### config.mk
export PLATFORM = sky130hd
export DESIGN_NAME = bit_count_scan_flat
export DESIGN_NICKNAME = d
export VERILOG_FILES = /design/src/rtl/bit_count_scan_if.sv /design/src/rtl/bit_count_scan.sv /design/src/flat_wrapper.sv
export SDC_FILE = /design/constraint.sdc
export NUM_CORES = 1
export LEC_CHECK = 0
export ABC_AREA = 1
export CAP_MARGIN = 0
export CELL_PAD_IN_SITES_DETAIL_PLACEMENT = 2
export CELL_PAD_IN_SITES_GLOBAL_PLACEMENT = 2
export CORE_UTILIZATION = 24
export CTS_CLUSTER_DIAMETER = 150
export DETAILED_ROUTE_END_ITERATION = 10
export PLACE_DENSITY = 0.79
export SLEW_MARGIN = 20
export SYNTH_ARGS = -nofsm -noshare
export SYNTH_HDL_FRONTEND = slang
export SYNTH_SLANG_ARGS = --single-unit
### constraint.sdc
create_clock -name clk -period 0.8 [get_ports clk]
set_clock_uncertainty 0.1 [all_clocks]
set_input_delay 0.16 -clock clk [delete_from_list [all_inputs] [get_ports clk]]
set_output_delay 0.16 -clock clk [all_outputs]
set_load 0.05 [all_outputs]
### src/rtl/bit_count_scan_if.sv
// Switch/select/LED bundle for the bit-count scan unit.
// The master drives the operand and mode; the slave returns the registered result.
interface bit_count_scan_if #(
    parameter int unsigned WIDTH = 7
);
    logic [WIDTH-1:0] sw;
    logic             sel;
    logic [WIDTH-1:0] led;

    modport master (
        output sw,
        output sel,
        input  led
    );

    modport slave (
        input  sw,
        input  sel,
        output led
    );
endinterface

### src/rtl/bit_count_scan.sv
// Registered bit analysis of a switch word.
// sel=0 gives the popcount; sel=1 gives the run length of ones from bit 0.
module bit_count_scan #(
    parameter int unsigned WIDTH = 7
) (
    input  logic              clk,
    input  logic              rst_n,
    bit_count_scan_if.slave   bus
);
    logic [WIDTH-1:0] pop_count;
    logic [WIDTH-1:0] run_length;
    logic             running;
    logic [WIDTH-1:0] result;
    logic [WIDTH-1:0] led_q;

    // Both counts come from one bounded scan; the run stops at the first zero.
    always_comb begin
        pop_count  = '0;
        run_length = '0;
        running    = 1'b1;
        for (int unsigned i = 0; i < WIDTH; i++) begin
            if (bus.sw[i]) begin
                pop_count = pop_count + WIDTH'(1);
            end
            if (running && bus.sw[i]) begin
                run_length = run_length + WIDTH'(1);
            end else begin
                running = 1'b0;
            end
        end
        result = bus.sel ? run_length : pop_count;
    end

    always_ff @(posedge clk or negedge rst_n) begin
        if (!rst_n) begin
            led_q <= '0;
        end else begin
            led_q <= result;
        end
    end

    assign bus.led = led_q;
endmodule

### src/flat_wrapper.sv
// flat-port wrapper written by rule: the top's interface ports become plain ports
module bit_count_scan_flat 
#(
    parameter int unsigned WIDTH = 7
)
  (clk, rst_n, bus_sw, bus_sel, bus_led);
  bit_count_scan_if #(.WIDTH(WIDTH)) bus_i ();
  input  logic clk;
  input  logic rst_n;
  input wire logic [$bits(bus_i.sw)-1:0] bus_sw;
  input wire logic [$bits(bus_i.sel)-1:0] bus_sel;
  output wire logic [$bits(bus_i.led)-1:0] bus_led;
  assign bus_i.sw = bus_sw;
  assign bus_i.sel = bus_sel;
  assign bus_led = bus_i.led;
  bit_count_scan #(.WIDTH(WIDTH)) u_core (.clk(clk), .rst_n(rst_n), .bus(bus_i));
endmodule
==> impl_results.md, run 1 <==
- Status: did not finish
- Stop stage: global routing (5_1_grt)
- Stop err: [ERROR DPL-0033] detailed placement checks failed during check placement.
- Register area share after synthesis: between 10% and 20%
- H-Tree Depth: 1
- Worst endpoint after global-route timing repair: u_core.bus.led[4]$_DFF_PN0_/D
- Post-synthesis compound-gate area fraction: 5.347%
- CTS max path bufs: 2
- DP Area: 1893 µm²
- GPL Wtd Cong: 0.8024
- Mapped cell area: 1100 µm²
- Synth warn: 0
- Port bufs: 16
- Ys flop type: dfrtp_1
- Syn Inst Count: 195
- Largest cells by area after synthesis: nand2_1 (24%), dfrtp_1 (16%), ha_1 (14%)
- # IOs: 17
- Post-synth EDFFs: 0
- CTS Hold Bufs: 0
- Largest net degree at the start of global routing: 9
- Post-synthesis simple-gate area fraction: 52.10%
- Row count: 24
- Die X: 69.70 µm
- Post-synthesis mux area share: 0%
- Synth Area in Adders: 13.65%
- Initial Utilization: 25.09%
- Initial antenna violation count: 1
- Dpl cells: 320
- Yosys reg bits: 7
- Cell with the most instances after synthesis: nand2_1
- Top cells by count, synth: nand2_1 (70), inv_1 (32), nand3_1 (27), nor2_1 (16), ha_1 (12)
- Asr flop ratio synth: 100.0%
- Chip height: 69.70 µm
- Distinct cells, synth: 22
- Root Driver: clkbuf_8
- Clock sinks: 7
- Share of the synthesized area in the top cell type: between 20% and 30%
- Worst ep type: register input
- Main combinational cell family by area after synthesis: simple AND/OR/NAND/NOR gates
- Xor/xnor cell area share of the yosys netlist: 0%
- Total CTS buffers: 3
- Detail Placement HPWL: roughly 4600 µm
- Synth Area per Inst: 5.640 µm²
- Synth area leader: nand2_1
kinds of logic after synthesis:
group	count (synthesis)
adders and majority gates	12
other	1
AOI/OAI and AO/OA	11
DFF	7
and+or+nand+nor	129
buffers and inverters	35
through the flow:
stage | worst slack (ps) | utilization, %
after floorplan | -2028 | -
after global placement | -2745 | 43.18
after detailed placement | -3053 | 43.18
after CTS | -2249 | 51.40
timing repair:
action	CTS
gates resized for setup	63
setup buffers	14
setup endpoints to repair	12
pin swaps	25
==> inputs of run 2 (changes only) <==
--- a/config.mk
+++ b/config.mk
@@ -7,12 +7,10 @@
 export LEC_CHECK = 0
 export ABC_AREA = 1
 export CAP_MARGIN = 0
-export CELL_PAD_IN_SITES_DETAIL_PLACEMENT = 2
-export CELL_PAD_IN_SITES_GLOBAL_PLACEMENT = 2
-export CORE_UTILIZATION = 24
-export CTS_CLUSTER_DIAMETER = 150
+export CORE_AREA = 2 2 63 65
 export DETAILED_ROUTE_END_ITERATION = 10
-export PLACE_DENSITY = 0.79
+export DIE_AREA = 0 0 65 67
+export PLACE_DENSITY_LB_ADDON = 0.15
 export SLEW_MARGIN = 20
 export SYNTH_ARGS = -nofsm -noshare
 export SYNTH_HDL_FRONTEND = slang
==> constraint.sdc (replaced) <==
create_clock -name clk -period 1.05 [get_ports clk]
set_clock_uncertainty 0.1 [all_clocks]
set_input_delay 0.21 -clock clk [delete_from_list [all_inputs] [get_ports clk]]
set_output_delay 0.21 -clock clk [all_outputs]
set_load 0.05 [all_outputs]
==> run 2 against run 1 <==
The flow now finishes, with violations (setup timing). Synthesized area stayed put. Synthesized cell count unchanged.
==> impl_results.md, run 2 <==
- Cell with the most instances after synthesis: nand2_1
- Clock transition at the registers of the reported paths: ~40 ps
- GPL Wtd Cong: 0.8797 (+9.6%)
- Root Driver: clkbuf_8
- H-Tree Depth: 1 (unchanged)
- Total CTS buffers: 3 (unchanged)
- Max Freq: approximately 0.36 GHz
- Pwr Total: 1.887 mW
- CTS max path bufs: 2 (unchanged)
- Number of diodes: 0
- Most frequent cells in the layout: buf_4 (65), nand2_1 (47), inv_1 (21), nand3_1 (21), nand2_2 (16)
- # Max-Cap Violations: 0
- Drt total wl: 3285 µm
- Chip height: 67 µm (-3.9%)
- Detail Route Antenna Nets: 0
- Drt drc: 0
- Crit path arrival time: between 2000 and 3000 ps
- Asr flop ratio synth: 100.0% (unchanged)
- Largest cells by area after synthesis: nand2_1 (24%), dfrtp_1 (16%), ha_1 (14%)
- Mapped cell area: 1100 µm² (unchanged)
- Setup slack after layout: -1690 ps
- Final worst-path cycle share: 261.0%
- Critical path capture point type: flop
- Syn Inst Count: 195 (unchanged)
- Core Util, Final: 63.19%
- M2 GR Usage: around 29%
- Register area share after synthesis: 15.93% (unchanged)
- Net count, final: 306
- Family with the most delay on the worst path: simple AND/OR/NAND/NOR gates
- Power per cell area: 828.4 nW/µm²
- Worst Path Required: ~1100 ps
- Final setup violation count: 12
- RSZ-0062 raised after global routing: true
- Synth area leader: nand2_1
- Initial Utilization: 30.50% (+5.4 points)
- Synth warn: 0 (unchanged)
- Post-route minimum period: 2740 ps
- First-pass GRT wire length: 5582 µm
- Max Slew Vio Count: 0
- Max incr delay on CP: 280 ps
- Commonest non-fill, non-tap cell in the layout: buf_4
- Detailed Routing Iterations Pass 1: 4
- Most Crowded Layer GR: met2
- Slowest cell on the critical path: ha_4
- VDD IR max: roughly 0.00047 V
- Row count: 22 (-8.3%)
- Synth Area per Inst: 5.640 µm² (unchanged)
- Critical path buffers and inverters: 4
- Ys flop type: dfrtp_1
- Clock sinks: 7 (unchanged)
- Die X: 65 µm (-6.7%)
- DR vias/cell: 4.405
- Area growth from synthesis to layout: 107.2%
- # IOs: 17 (unchanged)
- Largest net degree at the start of global routing: 9
- Hold Vio Cnt, Final: 0
- CORE AREA: 3606 µm²
- Detail Placement HPWL: 2389 µm (-48%)
- Top cells by count, synth: nand2_1 (70), inv_1 (32), nand3_1 (27), nor2_1 (16), ha_1 (12)
- Crit-path cells: buf_8 -> buf_4 -> ha_4 -> o21a_1 -> ha_4 -> nand2_4 -> nand2_4 -> ha_4 -> or2_4 -> nand2_4 -> inv_4 -> ha_4 -> or2_4 -> nand2_4 -> inv_4 -> ha_4 -> nand2_4 -> nor2_4 -> nand3b_1 -> o21ai_1
- Startpoint Class: input port
- Vias: approximately 1500
- Initial antenna violation count: 0
- Setup slack at placement: -2617 ps (+435.6 ps)
- Met3 capacity usage during global routing: 3.547%
- Number of global-route vias before repair: 1405
- GR Overflow Total: 0
- Fillers: 320
- Critical path depth: 20
- Port bufs: 16 (unchanged)
- Leakage: roughly 1.2 nW
- Post-synth EDFFs: 0 (unchanged)
- WHS: approximately 140 ps
- CTS tree: done
- Ratio of cells with drive above 1 in the final layout: 53.00%
- Initial DRC Count: 40
- Post-DR wirelength/cell: ~9.9 µm
- Min-delay worst type: in2async
- M1 GR Usage: between 10% and 20%
- Max reg flops: 7
- DIE AREA: 4355 µm²
- Share of the synthesized area in the top cell type: 23.89% (unchanged)
- Final setup TNS: -7647 ps
- Failing checks: setup timing
- Distinct cells, synth: 22 (unchanged)
- Gr usage total: 16.24%
- Yosys reg bits: 7 (unchanged)
- Crit path max fanout: 4
- Status: finished, violations left
- Critical path class: in2reg
[run 2: cell counts after synthesis]
No cell type changed its count.
[run 2: final timing paths]
check / start / to / slack, ps
min in group clk: bus_sel / u_core.bus.led[0] / 570
max in group asynchronous: rst_n / u_core.bus.led[0] / 480
min: rst_n / u_core.bus.led[6] / 140
max: bus_sw[0] / u_core.bus.led[2] / -1690
[run 2: per-layer routing]
metal	part of all wire, %	up-vias	wire length, µm
met5	0	-	0
met4	0.46	0	15
met3	2.8	4	93
met2	52	18	1695
met1	45	647	1481
li1	-	789	-
[run 2: timing repair]
item / CTS / global route
buffers inserted: 18 / 4
pin swaps: 16 / 31
setup endpoints to repair: 12 / 12
hold buffers: 0 / 0
gates resized for setup: 27 / 58
[run 2: kinds of logic (layout without fill, tap and decap cells)]
family / count (synthesis) / after routing / synth area share [%]
compound gates: 11 / 11 / 5.347
buf+inv: 35 / 122 / 12.63
other cells: 1 / 2 / 0.3410
fa+ha+maj: 12 / 12 / 13.65
flops: 7 / 7 / 15.93
simple gates: 129 / 129 / 52.10
[run 2: report_power, final]
group          switching [mW]  total, mW  internal, mW
sequential             0.0207      0.318         0.297
combinational           0.572       1.20         0.627
clock                   0.109      0.371         0.262
total                   0.701       1.89          1.19
[run 2: area by class of cell]
type / instances / area, µm² / share of cell area [%]
Sequential cell: 7 / 175.2 / 7.688
Multi-Input combinational cell: 154 / 1082 / 47.50
Clock buffer: 4 / 45.04 / 1.977
Tap cell: 48 / 60.06 / 2.636
Timing Repair Buffer: 85 / 772.0 / 33.88
Inverter: 33 / 143.9 / 6.315
[run 2: through the flow]
step / cell area, µm² / instances
after global routing: 2278 / 331
after floorplan: 1170 / 196
after global placement: 1851 / 312
after detailed placement: 1851 / 312
final: 2278 / 331
after CTS: 2090 / 334
Power figures use the tool's default switching activity.
